**src/rtl/ir_pulse_decoder.sv**
```systemverilog
// Pulse-distance IR frame decoder: sync low, then mark/space coded bits, with an optional repeat frame.
// Define IR_PULSE_DECODER_REPEAT_EN to build in repeat-frame detection and the repeat timer.
module ir_pulse_decoder #(
  parameter int SBD            = 240_000,
  parameter int BSD            = 60_000,
  parameter int BBD0           = 60_000,
  parameter int BBD1           = 120_000,
  parameter int RBD            = 120_000,
  parameter int MARGIN         = 20_000,
  parameter int MESSAGE_LENGTH = 32,
  parameter int LSB_FIRST      = 0,
  parameter int TIMEOUT        = 12_000_000
) (
  input  logic                      clk_in,
  input  logic                      rst_in,
  input  logic                      signal_in,
  output logic [MESSAGE_LENGTH-1:0] code_out,
  output logic                      new_code_out,
  output logic                      repeat_out,
  output logic [2:0]                error_out,
  output logic [2:0]                state_out
);

  localparam int MAX_SR  = (SBD > RBD) ? SBD : RBD;
  localparam int MAX_ALL = (MAX_SR > BBD1) ? MAX_SR : BBD1;
  localparam int CW      = $clog2(MAX_ALL + MARGIN + 1) + 1;
  localparam int BW      = $clog2(MESSAGE_LENGTH + 1);

  localparam logic [CW-1:0] CNT_MAX   = {CW{1'b1}};
  localparam logic [CW-1:0] SYNC_LIM  = CW'(MAX_SR + MARGIN);
  localparam logic [CW-1:0] MARK_LIM  = CW'(BSD + MARGIN);
  localparam logic [CW-1:0] SPACE_LIM = CW'(BBD1 + MARGIN);
  localparam logic [BW-1:0] LAST_BIT  = BW'(MESSAGE_LENGTH);

  localparam logic [2:0] ST_IDLE  = 3'd0;
  localparam logic [2:0] ST_SYNC  = 3'd1;
  localparam logic [2:0] ST_MARK  = 3'd2;
  localparam logic [2:0] ST_SPACE = 3'd3;
  localparam logic [2:0] ST_DONE  = 3'd4;
`ifdef IR_PULSE_DECODER_REPEAT_EN
  localparam logic [2:0] ST_RPT   = 3'd5;
  localparam int         RW       = $clog2(TIMEOUT + 1) + 1;
  localparam logic [RW-1:0] TMR_MAX = {RW{1'b1}};
  localparam logic [RW-1:0] TMR_LIM = RW'(TIMEOUT);
`endif

  logic                      sync1_r;
  logic                      s_r;
  logic                      prev_r;
  logic                      rise_s;
  logic                      fall_s;
  logic [CW-1:0]             cnt_r;
  logic [2:0]                state_r;
  logic [BW-1:0]             bit_cnt_r;
  logic [MESSAGE_LENGTH-1:0] buf_r;
  logic [MESSAGE_LENGTH-1:0] buf_next_s;
  logic                      pend_r;
  logic                      new_bit_s;
  logic                      m_sbd_s;
  logic                      m_bsd_s;
  logic                      m_bbd0_s;
  logic                      m_bbd1_s;
`ifdef IR_PULSE_DECODER_REPEAT_EN
  logic                      m_rbd_s;
  logic                      repeat_r;
  logic [RW-1:0]             tmr_r;
`endif

  // Inclusive tolerance window around a target duration.
  function automatic logic match_f(input logic [CW-1:0] d, input int unsigned t);
    logic [31:0] dv;
    dv = 32'(d);
    return ((dv + 32'(MARGIN)) >= 32'(t)) && (dv <= (32'(t) + 32'(MARGIN)));
  endfunction

  assign rise_s   = s_r & ~prev_r;
  assign fall_s   = ~s_r & prev_r;
  assign m_sbd_s  = match_f(cnt_r, SBD);
  assign m_bsd_s  = match_f(cnt_r, BSD);
  assign m_bbd0_s = match_f(cnt_r, BBD0);
  assign m_bbd1_s = match_f(cnt_r, BBD1);
  assign new_bit_s = ~m_bbd0_s;
  assign state_out = state_r;
`ifdef IR_PULSE_DECODER_REPEAT_EN
  assign m_rbd_s    = match_f(cnt_r, RBD);
  assign repeat_out = repeat_r;
`else
  assign repeat_out = 1'b0;
`endif

  // Buffer contents after shifting in the bit decoded from the current space.
  always_comb begin
    buf_next_s = buf_r;
    if (LSB_FIRST != 0) begin
      buf_next_s = {new_bit_s, buf_r[MESSAGE_LENGTH-1:1]};
    end else begin
      buf_next_s = {buf_r[MESSAGE_LENGTH-2:0], new_bit_s};
    end
  end

  // Input synchronizer, edge history and saturating run-length counter.
  always_ff @(posedge clk_in) begin
    if (rst_in) begin
      sync1_r <= 1'b1;
      s_r     <= 1'b1;
      prev_r  <= 1'b1;
      cnt_r   <= '0;
    end else begin
      sync1_r <= signal_in;
      s_r     <= sync1_r;
      prev_r  <= s_r;
      if (rise_s || fall_s) begin
        cnt_r <= CW'(1);
      end else if (cnt_r != CNT_MAX) begin
        cnt_r <= cnt_r + CW'(1);
      end else begin
        cnt_r <= cnt_r;
      end
    end
  end

  // Frame FSM; the run length is judged on the cycle the closing edge is seen.
  always_ff @(posedge clk_in) begin
    if (rst_in) begin
      state_r      <= ST_IDLE;
      bit_cnt_r    <= '0;
      buf_r        <= '0;
      code_out     <= '0;
      new_code_out <= 1'b0;
      error_out    <= 3'd0;
      pend_r       <= 1'b0;
`ifdef IR_PULSE_DECODER_REPEAT_EN
      repeat_r     <= 1'b0;
      tmr_r        <= TMR_MAX;
`endif
    end else begin
      new_code_out <= 1'b0;
      // DONE does not look at the line, so a falling edge there is replayed in IDLE.
      pend_r       <= fall_s && (state_r == ST_DONE);
`ifdef IR_PULSE_DECODER_REPEAT_EN
      repeat_r     <= 1'b0;
      if (tmr_r != TMR_MAX) begin
        tmr_r <= tmr_r + RW'(1);
      end
`endif
      case (state_r)
        ST_IDLE: begin
          if (fall_s || pend_r) begin
            state_r   <= ST_SYNC;
            bit_cnt_r <= '0;
            buf_r     <= '0;
            error_out <= 3'd0;
          end
        end
        ST_SYNC: begin
          if (rise_s) begin
            if (m_sbd_s) begin
              state_r <= ST_MARK;
`ifdef IR_PULSE_DECODER_REPEAT_EN
            end else if (m_rbd_s) begin
              state_r <= ST_RPT;
`endif
            end else begin
              state_r   <= ST_IDLE;
              error_out <= 3'd1;
            end
          end else if (cnt_r > SYNC_LIM) begin
            state_r   <= ST_IDLE;
            error_out <= 3'd2;
          end
        end
        ST_MARK: begin
          if (fall_s) begin
            if (m_bsd_s) begin
              state_r <= ST_SPACE;
            end else begin
              state_r   <= ST_IDLE;
              error_out <= 3'd3;
            end
          end else if (cnt_r > MARK_LIM) begin
            state_r   <= ST_IDLE;
            error_out <= 3'd3;
          end
        end
        ST_SPACE: begin
          if (rise_s) begin
            if (m_bbd0_s || m_bbd1_s) begin
              buf_r     <= buf_next_s;
              bit_cnt_r <= bit_cnt_r + BW'(1);
              if ((bit_cnt_r + BW'(1)) == LAST_BIT) begin
                code_out     <= buf_next_s;
                new_code_out <= 1'b1;
                state_r      <= ST_DONE;
              end else begin
                state_r <= ST_MARK;
              end
            end else begin
              state_r   <= ST_IDLE;
              error_out <= 3'd4;
            end
          end else if (cnt_r > SPACE_LIM) begin
            state_r   <= ST_IDLE;
            error_out <= 3'd4;
          end
        end
        ST_DONE: begin
          state_r <= ST_IDLE;
`ifdef IR_PULSE_DECODER_REPEAT_EN
          tmr_r   <= '0;
`endif
        end
`ifdef IR_PULSE_DECODER_REPEAT_EN
        ST_RPT: begin
          if (fall_s) begin
            state_r <= ST_IDLE;
            if (m_bsd_s && (tmr_r <= TMR_LIM)) begin
              repeat_r <= 1'b1;
              tmr_r    <= '0;
            end else begin
              error_out <= 3'd5;
            end
          end else if (cnt_r > MARK_LIM) begin
            state_r   <= ST_IDLE;
            error_out <= 3'd5;
          end
        end
`endif
        default: begin
          state_r <= ST_IDLE;
        end
      endcase
    end
  end

endmodule

```
**config.mk**
```make
export PLATFORM = sky130hd
export DESIGN_NAME = ir_pulse_decoder
export DESIGN_NICKNAME = d
export VERILOG_FILES = /design/src/rtl/ir_pulse_decoder.sv
export SDC_FILE = /design/constraint.sdc
export NUM_CORES = 1
export LEC_CHECK = 0
export CORE_MARGIN = 2
export CORE_UTILIZATION = 48
export DETAILED_ROUTE_END_ITERATION = 12
export PLACE_DENSITY = 0.65
export SYNTH_ARGS = -nofsm -noshare
export SYNTH_HDL_FRONTEND = slang
export SYNTH_SLANG_ARGS = --single-unit
```
**constraint.sdc**
```tcl
create_clock -name clk_in -period 7.9 [get_ports clk_in]
set_input_delay 1.185 -clock clk_in [delete_from_list [all_inputs] [get_ports clk_in]]
set_output_delay 1.185 -clock clk_in [all_outputs]
set_load 0.01 [all_outputs]
```
After elaboration in Yosys (flattened, before gate mapping)
Cells that the tools add are included.
{"block": "totals", "out_inout_bits": 40, "regBits": 99, "inputBits": 3}
{"block": "op_classes", "n_eq_ne": 15, "n_lt_le_gt_ge": 9, "mux": 34, "bitwise_logic": 8, "n_reduce_logical": 17, "n_addsub": 3}
{"op": "2-to-1 mux 31 bit", "count": 3}
{"op": "one-hot mux 31 bit (2 select lines)", "count": 1}
{"op": "2-to-1 mux 3 bit", "count": 19}
{"op": "> comparator 19 x 18 -> 1 bit (second input constant)", "count": 2}
{"op": "<= comparator 19 x 18 -> 1 bit (second input constant)", "count": 2}
{"op": ">= comparator 32 x 16 -> 1 bit (second input constant)", "count": 1}
{"op": ">= comparator 32 x 18 -> 1 bit (second input constant)", "count": 1}
{"op": "one-hot mux 3 bit (4 select lines)", "count": 2}
{"op": "adder 19 x 15 -> 20 bit (second input constant)", "count": 1}
{"op": ">= comparator 20 x 17 -> 1 bit (second input constant)", "count": 1}
{"op": "adder 19 x 1 -> 19 bit (second input constant)", "count": 1}
{"op": "> comparator 19 x 17 -> 1 bit (second input constant)", "count": 1}
{"op": "<= comparator 19 x 17 -> 1 bit (second input constant)", "count": 1}
{"op": "inequality test 19 bit (second input constant)", "count": 1}
{"op": "2-to-1 mux 6 bit", "count": 3}
{"op": "inequality test 3 bit (second input constant)", "count": 6}
{"op": "one-hot mux 6 bit (2 select lines)", "count": 1}
{"op": "AND reduction 4 bit", "count": 3}
{"op": "AND reduction 8 bit", "count": 1}
{"op": "adder 6 x 1 -> 6 bit (second input constant)", "count": 1}
{"op": "equality test 3 x 2 -> 1 bit (second input constant)", "count": 2}
{"op": "equality test 6 bit (second input constant)", "count": 1}
{"op": "inequality test 2 bit (second input constant)", "count": 3}
{"op": "NOT 1 bit", "count": 6}
{"op": "12 further kinds", "count": 22}

Logic depth before layout (Yosys ltp)
{"block": "depth", "word_depth": 7, "ltp_mapped": 14, "ltp_nobuf": 11}

Worst setup path before layout
Ideal clock, no wire load.
{"block": "synth_timing", "path_kind": "register to register", "start": "reg cnt_r[5]", "end": "reg code_out[10]", "t_arrival_ns": 2.776, "synth_period_minus_slack_ns": 2.903, "stages_incl_launch_ff": 15, "slack_ns": 4.997, "path_cell_list": "dfxtp_1 -> buf_4 -> inv_1 -> ha_1 -> a21oi_1 -> o21ai_0 -> nand3_1 -> nor4_1 -> a2111oi_0 -> or3_1 -> buf_2 -> a21oi_4 -> buf_6 -> mux2i_1 -> nor2_1"}
{"block": "synth_between", "elab_chain_len": 5, "word_cells_on_any_way": 9, "classes_between": "add/sub: 1; order compare: 4; reduce/logical: 4"}
{"item": "start, declared", "line_no": "52", "rtl": "logic [CW-1:0] cnt_r;"}
{"item": "start signal, assigned", "line_no": "115", "rtl": "cnt_r <= cnt_r + CW'(1);"}
{"item": "start signal, assigned", "line_no": "117", "rtl": "cnt_r <= cnt_r;"}
{"item": "adder 19 x 15 -> 20 bit", "line_no": "73", "rtl": "return ((dv + 32'(MARGIN)) >= 32'(t)) && (dv <= (32'(t) + 32'(MARGIN)));"}
{"item": ">= comparator 32 x 16 -> 1 bit or >= comparator 20 x 17 -> 1 bit (tied branches)", "line_no": "73"}
{"item": "logical AND 1 bit", "line_no": "73"}
{"item": "logical OR 1 bit *", "line_no": "187", "rtl": "if (m_bbd0_s || m_bbd1_s) begin"}
{"item": "AND reduction 4 bit (no line) *"}
{"item": "end signal, assigned", "line_no": "191", "rtl": "code_out <= buf_next_s;"}
{"item": "end, declared", "line_no": "17", "rtl": "output logic [MESSAGE_LENGTH-1:0] code_out,"}
Mark *: on every way between the ends. The rest lies on a longest branch, timed or not.
A chain may end at the register's enable or synchronous reset.

Final worst setup path
{"block": "layout_timing", "start": "reg cnt_r[5]", "end": "reg code_out[23]"}
Same word-level chain as after synthesis.

==> flow_metrics.py <==
metrics = {
    "outcome": {
        "status": "complete, no violations",
    },
    "setup_path": {
        "worstPathMaxFanout": 37,
        "crit_type": "flip-flop to flip-flop",
        "cp_data_arrival_time_ns": 4.72,
        "endpoint_kind": "flip-flop",
        "cp_cell_sequence": "ha_1 -> and3_1 -> o211ai_1 -> a32oi_1 -> a31oi_1 -> o311ai_4 -> nand4_4 -> a21oi_4 -> buf_4 -> mux2i_1 -> nor2_1",
        "cp_slowest_cell": "dfxtp_1",
        "startpoint_type": "flip-flop",
        "crit_path_max_incr_delay_ns": 0.65,
        "required_ns": 8.14,
    },
    "synth": {
        "synth.net_count": 610,
        "ys_ff_latch": 99,
        "ys.flop_type": "dfxtp_1",
        "async_flop_share_pct": 0,
        "synth_warnings": 0,
        "synth.distinct_cells": 58,
        "synth_edf_count": 0,
        "synth-seq-area-share_pct": 39.49,
        "syn_inst": 597,
        "netlist_area_um2": 5019,
        "syn_area_per_cell_um2": 8.406,
    },
    "route": {
        "vias_per_cell": 5.836,
        "num_vias": 4354,
        "antenna_left": 0,
        "detail_route.wl_per_cell_um": 15.36,
        "wirelength_um": 11460,
        "drt-initial-drc-count": 409,
        "first_pass_iters": 5,
        "drc": 0,
    },
    "pwr": {
        "power.density_nw_per_um2": 154.7,
        "peakVddDrop_v": 0.00007923,
        "p_leak_nw": 1.906,
    },
    "placed_design": {
        "io_buffers": 41,
        "gp_congestion": 0.9163,
        "hpwl_um": 7381,
        "post_dp_cell_area_um2": 5400,
    },
    "grt": {
        "grt_pass1_wl_um": 19570,
        "grt_pass1_vias": 3874,
        "grt_max_degree": 79,
        "grt_antenna_before_repair": 0,
        "grt_use_total_pct": 21.06,
        "globalRouteOverflowTotal": 0,
    },
    "sta": {
        "fmax_ghz": 0.2234,
        "timing.final.crit_share_pct": 56.67,
        "worstMarginPinSlew_ns": 0.7715,
        "fin_crit_ns": 4.477,
        "rsz0062_at_grt": "no",
        "holdWs_ns": 0.4205,
        "setup_viol": 0,
        "finClkSkew_ns": 0.01281,
        "fin_tns_setup_ns": 0,
        "drv_slew": 0,
        "hold_viol_final": 0,
        "relSlewSlack_pct": 48.57,
    },
    "clocking": {
        "cts_hold_buf": 0,
        "cts_resized": 0,
        "clk_pin_slew_worst_paths_ns": 0.11,
        "clock-sinks": 99,
        "cts_setup_buffers": 0,
        "cts_tree": "built",
        "cts_root_buffer": "clkbuf_8",
        "worstSkewPairLatency_ns": 0.38,
        "cts_made_buffers": 9,
        "h-tree-depth": 3,
        "clockBufferDepth": 2,
    },
    "layout": {
        "final_area_um2": 5593,
        "drive_gt1_share_pct": 5.574,
        "utilization_pct": 54.67,
        "num-nets-final": 618,
        "syn_to_final_growth_pct": 11.44,
        "diodes": 0,
    },
    "floorplan": {
        "die_area_um2": 11290,
        "initial_core_util_pct": 49.05,
        "rows": 37,
        "fp.dieW_um": 106.3,
        "die_height_um": 106.3,
        "pin_count": 43,
        "core_area_um2": 10230,
    },
    "worst_hold_path": {
        "hold_path_class": "flip-flop to flip-flop",
    },
    "run": {
        "cap_violations": 0,
    },
}
==> layer usage <==
layer  GRT usage, %  share of wire, %  vias up
li1               -                 -     2177
met1          32.94                51     2045
met2          28.85                42      121
met3          4.231               5.2       11
met4          5.921               1.3        0
met5              0                 0        -
==> final timing paths <==
kind                              start                        end  slack [ns]  cells past startpoint
setup / recovery  cnt_r[5]$_SDFFE_PP0P_  code_out[23]$_SDFFE_PP0P_        3.42                     11
setup reg to reg  cnt_r[5]$_SDFFE_PP0P_  code_out[23]$_SDFFE_PP0P_        3.42                     11
hold reg to reg      sync1_r$_SDFF_PP1_             s_r$_SDFF_PP1_        0.42                      1
hold / removal       sync1_r$_SDFF_PP1_             s_r$_SDFF_PP1_        0.42                      1
==> registers in the layout (all words and copies together), names as in the netlist, 3 cells and up <==
name,count
code_out,32
state_out,3
error_out,3
bit_cnt_r,6
buf_r,31
cnt_r,19
==> Yosys cell counts, drive strengths merged, types with 9 or more instances <==
library cell,number,area (um2)
nand2,41,153.9
nor2b,9,56.30
and4,33,289.0
dfxtp,99,1982
nand3,20,105.1
a31oi,39,244.0
inv,13,48.80
o21ai,14,70.06
mux2i,31,310.3
ha,10,125.1
xor2,9,78.83
a21oi,25,136.4
xnor2,9,78.83
clkbuf,32,120.1
buf,17,111.4
nor2,101,379.1
nor3,9,45.04
==> layout by cell type (no fill, tap or decap), types with 10 or more instances in the layout <==
cell type        count
a31oi_1             39
o21ai_0             12
nand2_1             41
and4_1              33
clkdlybuf4s50_1     40
ha_1                10
dfxtp_1             99
a21oi_1             24
nor2_1             101
nand3_1             19
inv_1               13
mux2i_1             31
==> worst max-delay path: cells and delay by family (launching register included) <==
kind | cells | cell delay (ns)
compound gates | 5 | 1.47
simple gates | 3 | 0.93
flops | 1 | 0.65
fa+ha+maj | 1 | 0.57
buf+inv | 1 | 0.46
mux | 1 | 0.26
==> where the power goes <==
group,switching [W],internal (W)
Sequential,0.00000293,0.000502
Clock,0.000203,0.000123
Combinational,0.0000233,0.0000106
Total,0.000229,0.000636
==> cell type report <==
| type | instances | area (um2) |
|---|---|---|
| clock buffer | 9 | 123.9 |
| clock inverter | 7 | 68.82 |
| sequential | 99 | 1982 |
| inverter | 13 | 48.80 |
| multi-input combinational | 436 | 2756 |
| tap | 136 | 170.2 |
| timing repair buffer | 46 | 442.9 |
| fill | 951 | 4638 |
==> metrics by stage <==
step           std cells  total power (W)  setup slack, ns
6_report             746        0.0008650            3.423
5_1_grt              746        0.0008979            3.110
4_1_cts              746        0.0008768            3.446
3_5_place_dp         730        0.0005500            3.474
3_3_place_gp         730        0.0005494            3.669
2_1_floorplan        597        0.0005409            4.997
==> cell families (layout without fill, tap and decap cells) <==
logic type | after synthesis | in the layout | share of synthesized area (%)
simple gates | 259 | 259 | 27.13
compound gates | 117 | 117 | 15.91
flops | 99 | 99 | 39.49
buf+inv | 62 | 75 | 5.585
mux | 31 | 31 | 6.183
xor+xnor | 18 | 18 | 3.142
fa+ha+maj | 10 | 10 | 2.493
other cells | 1 | 1 | 0.07472
No activity file was read; power rests on OpenSTA's default activity.
